[src/rtl/fifo_pkg.sv]
// Shared definitions for the single-clock byte FIFO and its downstream word packer.
package fifo_pkg;

   localparam int unsigned FIFO_DW    = 8;
   localparam int unsigned FIFO_DEPTH = 64;

   typedef enum logic {
      ACC  = 1'b0,
      FULL = 1'b1
   } pack_state_t;

   // Ceiling log2, usable in constant expressions.
   function automatic int unsigned clog2(input int unsigned v);
      int unsigned r;
      r = 0;
      for (int unsigned i = 0; i < 32; i++) begin
         if ((64'd1 << i) < 64'(v)) r = i + 1;
      end
      return r;
   endfunction

endpackage

[src/rtl/fifo_word_packer_if.sv]
// Valid/ready word bus carrying packed words and their valid byte count.
interface fifo_word_packer_if
   import fifo_pkg::*;
#(
   parameter int unsigned WORD_BYTES = 4
);
   localparam int unsigned BW = clog2(WORD_BYTES + 1);

   logic                    m_valid;
   logic                    m_ready;
   logic [8*WORD_BYTES-1:0] m_data;
   logic [BW-1:0]           m_bytes;

   modport master (output m_valid, output m_data, output m_bytes, input m_ready);
   modport slave  (input m_valid, input m_data, input m_bytes, output m_ready);
endinterface

[src/rtl/fifo_idle_timer.sv]
// Idle counter that raises a sticky expired flag after TIMEOUT_CYCLES counting cycles.
module fifo_idle_timer
   import fifo_pkg::*;
#(
   parameter int unsigned TIMEOUT_CYCLES = 16
) (
   input  logic clk,
   input  logic rst_n,
   input  logic count_en,
   input  logic clear,
   output logic expired
);
   localparam int unsigned CW = clog2(TIMEOUT_CYCLES + 1);

   logic [CW-1:0] cnt;

   // Saturates once expired; only clear restarts it.
   always_ff @(posedge clk or negedge rst_n) begin
      if (!rst_n) begin
         cnt     <= '0;
         expired <= 1'b0;
      end else if (clear) begin
         cnt     <= '0;
         expired <= 1'b0;
      end else if (count_en && !expired) begin
         cnt     <= cnt + CW'(1);
         expired <= (cnt == CW'(TIMEOUT_CYCLES - 1));
      end
   end

endmodule

[src/rtl/fifo_word_packer.sv]
// Drains bytes from the FIFO and packs them little-endian into valid/ready words.
// Define PACKER_TIMEOUT_EN to flush partial words after TIMEOUT_CYCLES idle cycles.
module fifo_word_packer
   import fifo_pkg::*;
#(
   parameter int unsigned WORD_BYTES     = 4,
   parameter int unsigned TIMEOUT_CYCLES = 16
) (
   input  logic               clk,
   input  logic               rst_n,
   input  logic               fifo_empty,
   input  logic [FIFO_DW-1:0] fifo_data,
   output logic               fifo_rd_en,
   fifo_word_packer_if.master m
);
   localparam int unsigned BW = clog2(WORD_BYTES + 1);
   localparam int unsigned DW = 8 * WORD_BYTES;

   if (WORD_BYTES < 2 || WORD_BYTES > 8 || TIMEOUT_CYCLES == 0) begin : g_bad_param
      $error("fifo_word_packer: WORD_BYTES must be 2..8 and TIMEOUT_CYCLES nonzero");
   end

   pack_state_t   state;
   logic [BW-1:0] acc_cnt;
   logic [DW-1:0] acc;
   logic          rd_pend;

   logic [DW-1:0] acc_fill;
   logic [BW-1:0] cnt_now;
   logic [BW-1:0] cnt_post;
   logic          out_free;
   logic          word_done;
   logic          xfer_full;
   logic          xfer_part;
   logic          xfer;

`ifdef PACKER_TIMEOUT_EN
   logic timer_expired;

   fifo_idle_timer #(.TIMEOUT_CYCLES(TIMEOUT_CYCLES)) u_idle_timer (
      .clk      (clk),
      .rst_n    (rst_n),
      .count_en (acc_cnt != '0 && acc_cnt < BW'(WORD_BYTES) && !rd_pend && fifo_empty),
      .clear    (fifo_rd_en || rd_pend || xfer || acc_cnt == '0),
      .expired  (timer_expired)
   );
`endif

   // Landing byte, transfer decision, and read issue on the post-transfer count.
   always_comb begin
      acc_fill = acc;
      for (int unsigned k = 0; k < WORD_BYTES; k++) begin
         if (rd_pend && acc_cnt == BW'(k)) acc_fill[8*k +: 8] = fifo_data;
      end
      cnt_now   = acc_cnt + BW'(rd_pend);
      out_free  = !m.m_valid || m.m_ready;
      word_done = (state == FULL) || (cnt_now == BW'(WORD_BYTES));
      xfer_full = out_free && word_done;
`ifdef PACKER_TIMEOUT_EN
      xfer_part = out_free && timer_expired && !rd_pend && (acc_cnt != '0) && !word_done;
`else
      xfer_part = 1'b0;
`endif
      xfer       = xfer_full || xfer_part;
      cnt_post   = xfer ? '0 : cnt_now;
      fifo_rd_en = rst_n && !fifo_empty && (cnt_post < BW'(WORD_BYTES));
   end

   // Accumulator and output register; accumulator is zeroed on transfer so unused bytes read 0.
   always_ff @(posedge clk or negedge rst_n) begin
      if (!rst_n) begin
         state     <= ACC;
         acc       <= '0;
         acc_cnt   <= '0;
         rd_pend   <= 1'b0;
         m.m_valid <= 1'b0;
         m.m_data  <= '0;
         m.m_bytes <= '0;
      end else begin
         rd_pend <= fifo_rd_en;
         acc_cnt <= cnt_post;
         state   <= (cnt_post == BW'(WORD_BYTES)) ? FULL : ACC;
         acc     <= xfer ? '0 : acc_fill;
         if (xfer) begin
            m.m_valid <= 1'b1;
            m.m_data  <= acc_fill;
            m.m_bytes <= xfer_full ? BW'(WORD_BYTES) : acc_cnt;
         end else if (m.m_ready) begin
            m.m_valid <= 1'b0;
         end
      end
   end

endmodule

[src/flat_wrapper.sv]
// flat-port wrapper written by rule: the top's interface ports become plain ports
module fifo_word_packer_flat import fifo_pkg::*;
#(
   parameter int unsigned WORD_BYTES     = 4,
   parameter int unsigned TIMEOUT_CYCLES = 16
)
  (clk, rst_n, fifo_empty, fifo_data, fifo_rd_en, m_m_valid, m_m_data, m_m_bytes, m_m_ready);
  fifo_word_packer_if #(.WORD_BYTES(WORD_BYTES)) m_i ();
  input  logic clk;
  input  logic rst_n;
  input  logic fifo_empty;
  input  logic [FIFO_DW-1:0] fifo_data;
  output logic fifo_rd_en;
  output wire logic [$bits(m_i.m_valid)-1:0] m_m_valid;
  output wire logic [$bits(m_i.m_data)-1:0] m_m_data;
  output wire logic [$bits(m_i.m_bytes)-1:0] m_m_bytes;
  input wire logic [$bits(m_i.m_ready)-1:0] m_m_ready;
  assign m_m_valid = m_i.m_valid;
  assign m_m_data = m_i.m_data;
  assign m_m_bytes = m_i.m_bytes;
  assign m_i.m_ready = m_m_ready;
  fifo_word_packer #(.WORD_BYTES(WORD_BYTES), .TIMEOUT_CYCLES(TIMEOUT_CYCLES)) u_core (.clk(clk), .rst_n(rst_n), .fifo_empty(fifo_empty), .fifo_data(fifo_data), .fifo_rd_en(fifo_rd_en), .m(m_i));
endmodule
[config.mk]
export PLATFORM = sky130hd
export DESIGN_NAME = fifo_word_packer_flat
export DESIGN_NICKNAME = d
export VERILOG_FILES = /design/src/rtl/fifo_pkg.sv /design/src/rtl/fifo_word_packer_if.sv /design/src/rtl/fifo_idle_timer.sv /design/src/rtl/fifo_word_packer.sv /design/src/flat_wrapper.sv
export SDC_FILE = /design/constraint.sdc
export NUM_CORES = 1
export LEC_CHECK = 0
export ABC_AREA = 1
export CORE_MARGIN = 5
export CORE_UTILIZATION = 56
export CTS_CLUSTER_SIZE = 8
export DETAILED_ROUTE_END_ITERATION = 6
export DONT_BUFFER_PORTS = 1
export HOLD_SLACK_MARGIN = 0.12
export PLACE_DENSITY = 0.74
export SYNTH_ARGS = -nofsm -noshare
export SYNTH_HDL_FRONTEND = slang
export SYNTH_SLANG_ARGS = --single-unit
export TNS_END_PERCENT = 30
[constraint.sdc]
create_clock -name clk -period 1.9 [get_ports clk]
set_input_delay 0.38 -clock clk [delete_from_list [all_inputs] [get_ports clk]]
set_output_delay 0.38 -clock clk [all_outputs]
set_load 0.01 [all_outputs]
==> impl_metrics.env <==
export IMPL_status="complete, but fails checks"
export IMPL_failed_checks="hold timing, setup timing"
export IMPL_die_y_um=84.5
export IMPL_p_per_area_nw_per_um2=1560
export IMPL_grt_ovfl_total=0
export IMPL_grt_start_max_net_pins=73
export IMPL_hold_viol=71
export IMPL_grtUsageTotal_pct=19.6
export IMPL_p_leak_nw=1.95
export IMPL_multiInputGateArea_sq_um=1180
export IMPL_num_fill_cells=457
export IMPL_drv_cap=0
export IMPL_gp_congestion=0.736
export IMPL_combPwrFrac_pct=35.4
export IMPL_die_area_sq_um=7130
export IMPL_final_util_pct=63.9
export IMPL_cp_end_kind="output port"
export IMPL_rows=27
export IMPL_setup_viol=1
export IMPL_wl_per_cell_um=14.6
export IMPL_vias=2320
export IMPL_cts_sinks=71
export IMPL_clk_path_buf_depth=2
export IMPL_fin_skew_ns=0.00873
export IMPL_ys_seq_area_share_pct=57.2
export IMPL_cts_htree_levels=3
export IMPL_cp_max_fo=2
export IMPL_seqPwrFrac_pct=43.2
export IMPL_fin_ws_ns=-0.156
export IMPL_arrival_ns=1.68
export IMPL_first_pass_iters=5
export IMPL_synth_main_ff_cell="dfrtp_1"
export IMPL_slew_viol_final=0
export IMPL_drt_vias_per_instance=5.14
export IMPL_layout_drive_gt1_share_pct=12.9
export IMPL_min_period_over_period_pct=108
export IMPL_cts_tree="done"
export IMPL_core_area_sq_um=5440
export IMPL_drt_iter0_drc=143
export IMPL_io_buffers=0
export IMPL_areaGrowthSynthToFinish_pct=11.9
export IMPL_clk_latency_ns=0.34
export IMPL_peakVddDrop_mv=1.14
export IMPL_p_int_mw=3.39
export IMPL_antenna_cells=0
export IMPL_p_total_mw=5.42
export IMPL_root_buffer="clkbuf_8"
export IMPL_stdcell_count=451
export IMPL_ys_seq_elements=71
export IMPL_die_width_um=84.5
export IMPL_fmax_mhz=486
export IMPL_drt_wl_total_mm=6.59
export IMPL_holdWs_ns=-0.278
export IMPL_yosys_warnings=0
export IMPL_grt_pass1_wl_mm=11.0
export IMPL_syn_inst=359
export IMPL_path_clk_slew_ns=0.08
export IMPL_switching_share_pct=37.5
export IMPL_ant_nets=0
export IMPL_syn_area_sq_um=3100
export IMPL_drc_errors=0
export IMPL_layout_nets=388
export IMPL_cp_required_ns=1.52
export IMPL_startpoint_type="flop"
export IMPL_critPathKind="reg2out"
export IMPL_cts_buffers=9
export IMPL_antenna_found_initial=0
export IMPL_synth_edf_count=0
export IMPL_async_flop_share_pct=100
export IMPL_dp_cells=425
export IMPL_place_hpwl_mm=4.10
export IMPL_pwr_share_clk_pct=21.3
export IMPL_ys_types=21
export IMPL_ios=49
export IMPL_avgSynthCellArea_sq_um=8.65
export IMPL_grt_setup_unrepaired="true"
export IMPL_fin_crit_ns=2.06
export IMPL_seqCellArea_sq_um=1780
export IMPL_min_path_type="in2async"
export IMPL_net_switching_power_mw=2.03
export IMPL_grt_pass1_vias=2186
export IMPL_start_util_pct=57.1
## cell families after synthesis
group	after synthesis	share of synthesized area, %
flip-flops	71	57.2
other	1	0.121
buffers and inverters	37	6.05
adder cells (fa/ha/maj)	2	0.806
AO/OA/AOI/OAI	5	1.05
AND/OR/NAND/NOR	243	34.7
## metrics by stage
step / worst slack (ns) / cell area, sq um / hold WS, ns / setup TNS [ns]
floorplan: 0.0365 / 3150 / 0.0844 / 0
global placement: 0.166 / 3200 / 0.0874 / 0
detailed placement: 0.135 / 3200 / 0.0872 / 0
CTS: -0.120 / 3430 / -0.288 / -0.120
global route: -0.240 / 3470 / -0.303 / -0.296
finish: -0.156 / 3470 / -0.278 / -0.156
## layout by cell type (no fill, tap or decap), types with 2 or more instances in the layout
cell / instances
clkinv_2: 3
a21boi_0: 3
nor2_2: 3
nand3_1: 64
nand2_1: 147
dfrtp_1: 71
buf_4: 23
inv_1: 15
conb_1: 2
and2_1: 25
nand2_4: 2
clkbuf_8: 9
## worst paths after layout
check | startpoint | endpoint | slack, ns | cells past startpoint
worst max-delay path | u_core.acc_cnt[0] | fifo_rd_en | -0.16 | 7
worst min-delay path | rst_n | u_core.m.m_data[20] | -0.28 | 0
worst max register to register | u_core.acc_cnt[0] | u_core.acc_cnt[0] | 0.07 | 9
worst min register to register | u_core.m.m_bytes[2] | u_core.m.m_bytes[2] | 0.54 | 2
max in group asynchronous | rst_n | u_core.m.m_data[0] | 2.07 | 0
min in group clk | fifo_empty | u_core.rd_pend | 0.23 | 3
## area by class of cell
type | instances | area share (%)
Multi-Input combinational cell | 252 | 34.0
Sequential cell | 71 | 51.1
Clock inverter | 6 | 1.76
Clock buffer | 10 | 3.67
Tap cell | 72 | 2.59
Inverter | 17 | 1.84
Timing Repair Buffer | 23 | 4.97
## state kept, by name, indices dropped and copies added (netlist names)
register and cells:
u_core.state 1, u_core.m.m_data 32, u_core.acc_cnt 3, u_core.acc 32, u_core.m.m_valid 1, u_core.rd_pend 1
u_core.m.m_bytes 1
## worst max-delay path, stage by stage, from the launching register on
cell and delay [ns]:
dfrtp_1 0.40, ha_2 0.20, ha_4 0.22, nor2_4 0.08, nand3_2 0.10, nand2_4 0.10
nand2_4 0.06, a21oi_4 0.18
## cells in the mapped netlist, types with 2 or more instances
library cell  instances  share of area [%]
dfrtp_1              71                 57
clkbuf_1              3               0.36
ha_1                  2               0.81
buf_6                 4                1.5
nand2_1             147                 18
buf_1                 2               0.24
a21boi_0              3               0.73
and2_1               25                5.0
inv_1                15                1.8
nor2_2                3               0.60
a21oi_1               2               0.32
nand3_1              64                 10
buf_2                 9                1.5
buf_4                 2               0.48
## metal layers
metal | track usage (%) | part of all wire [%] | vias up
li1 | - | - | 1157
met1 | 27.4 | 45 | 1085
met2 | 28.2 | 46 | 66
met3 | 5.99 | 7.5 | 12
met4 | 9.06 | 1.5 | 0
met5 | 0 | 0 | -
## power by group through the flow
stage	clock, mW	combinational (mW)	sequential (mW)
after floorplan	0	1.45	2.31
after global placement	0	1.70	2.36
after detailed placement	0	1.74	2.38
after CTS	1.17	1.84	2.35
after global routing	1.25	2.17	2.40
final	1.16	1.92	2.34
## timing repair
action	4_1_cts	5_1_grt
endpoints found under the setup margin	1	1
hold endpoints to repair	71	71
pin swaps	4	3
buffers inserted	5	5
gates cloned	0	0
gates resized for setup	1	1
Note: power is estimated with default switching activity, not from simulation.
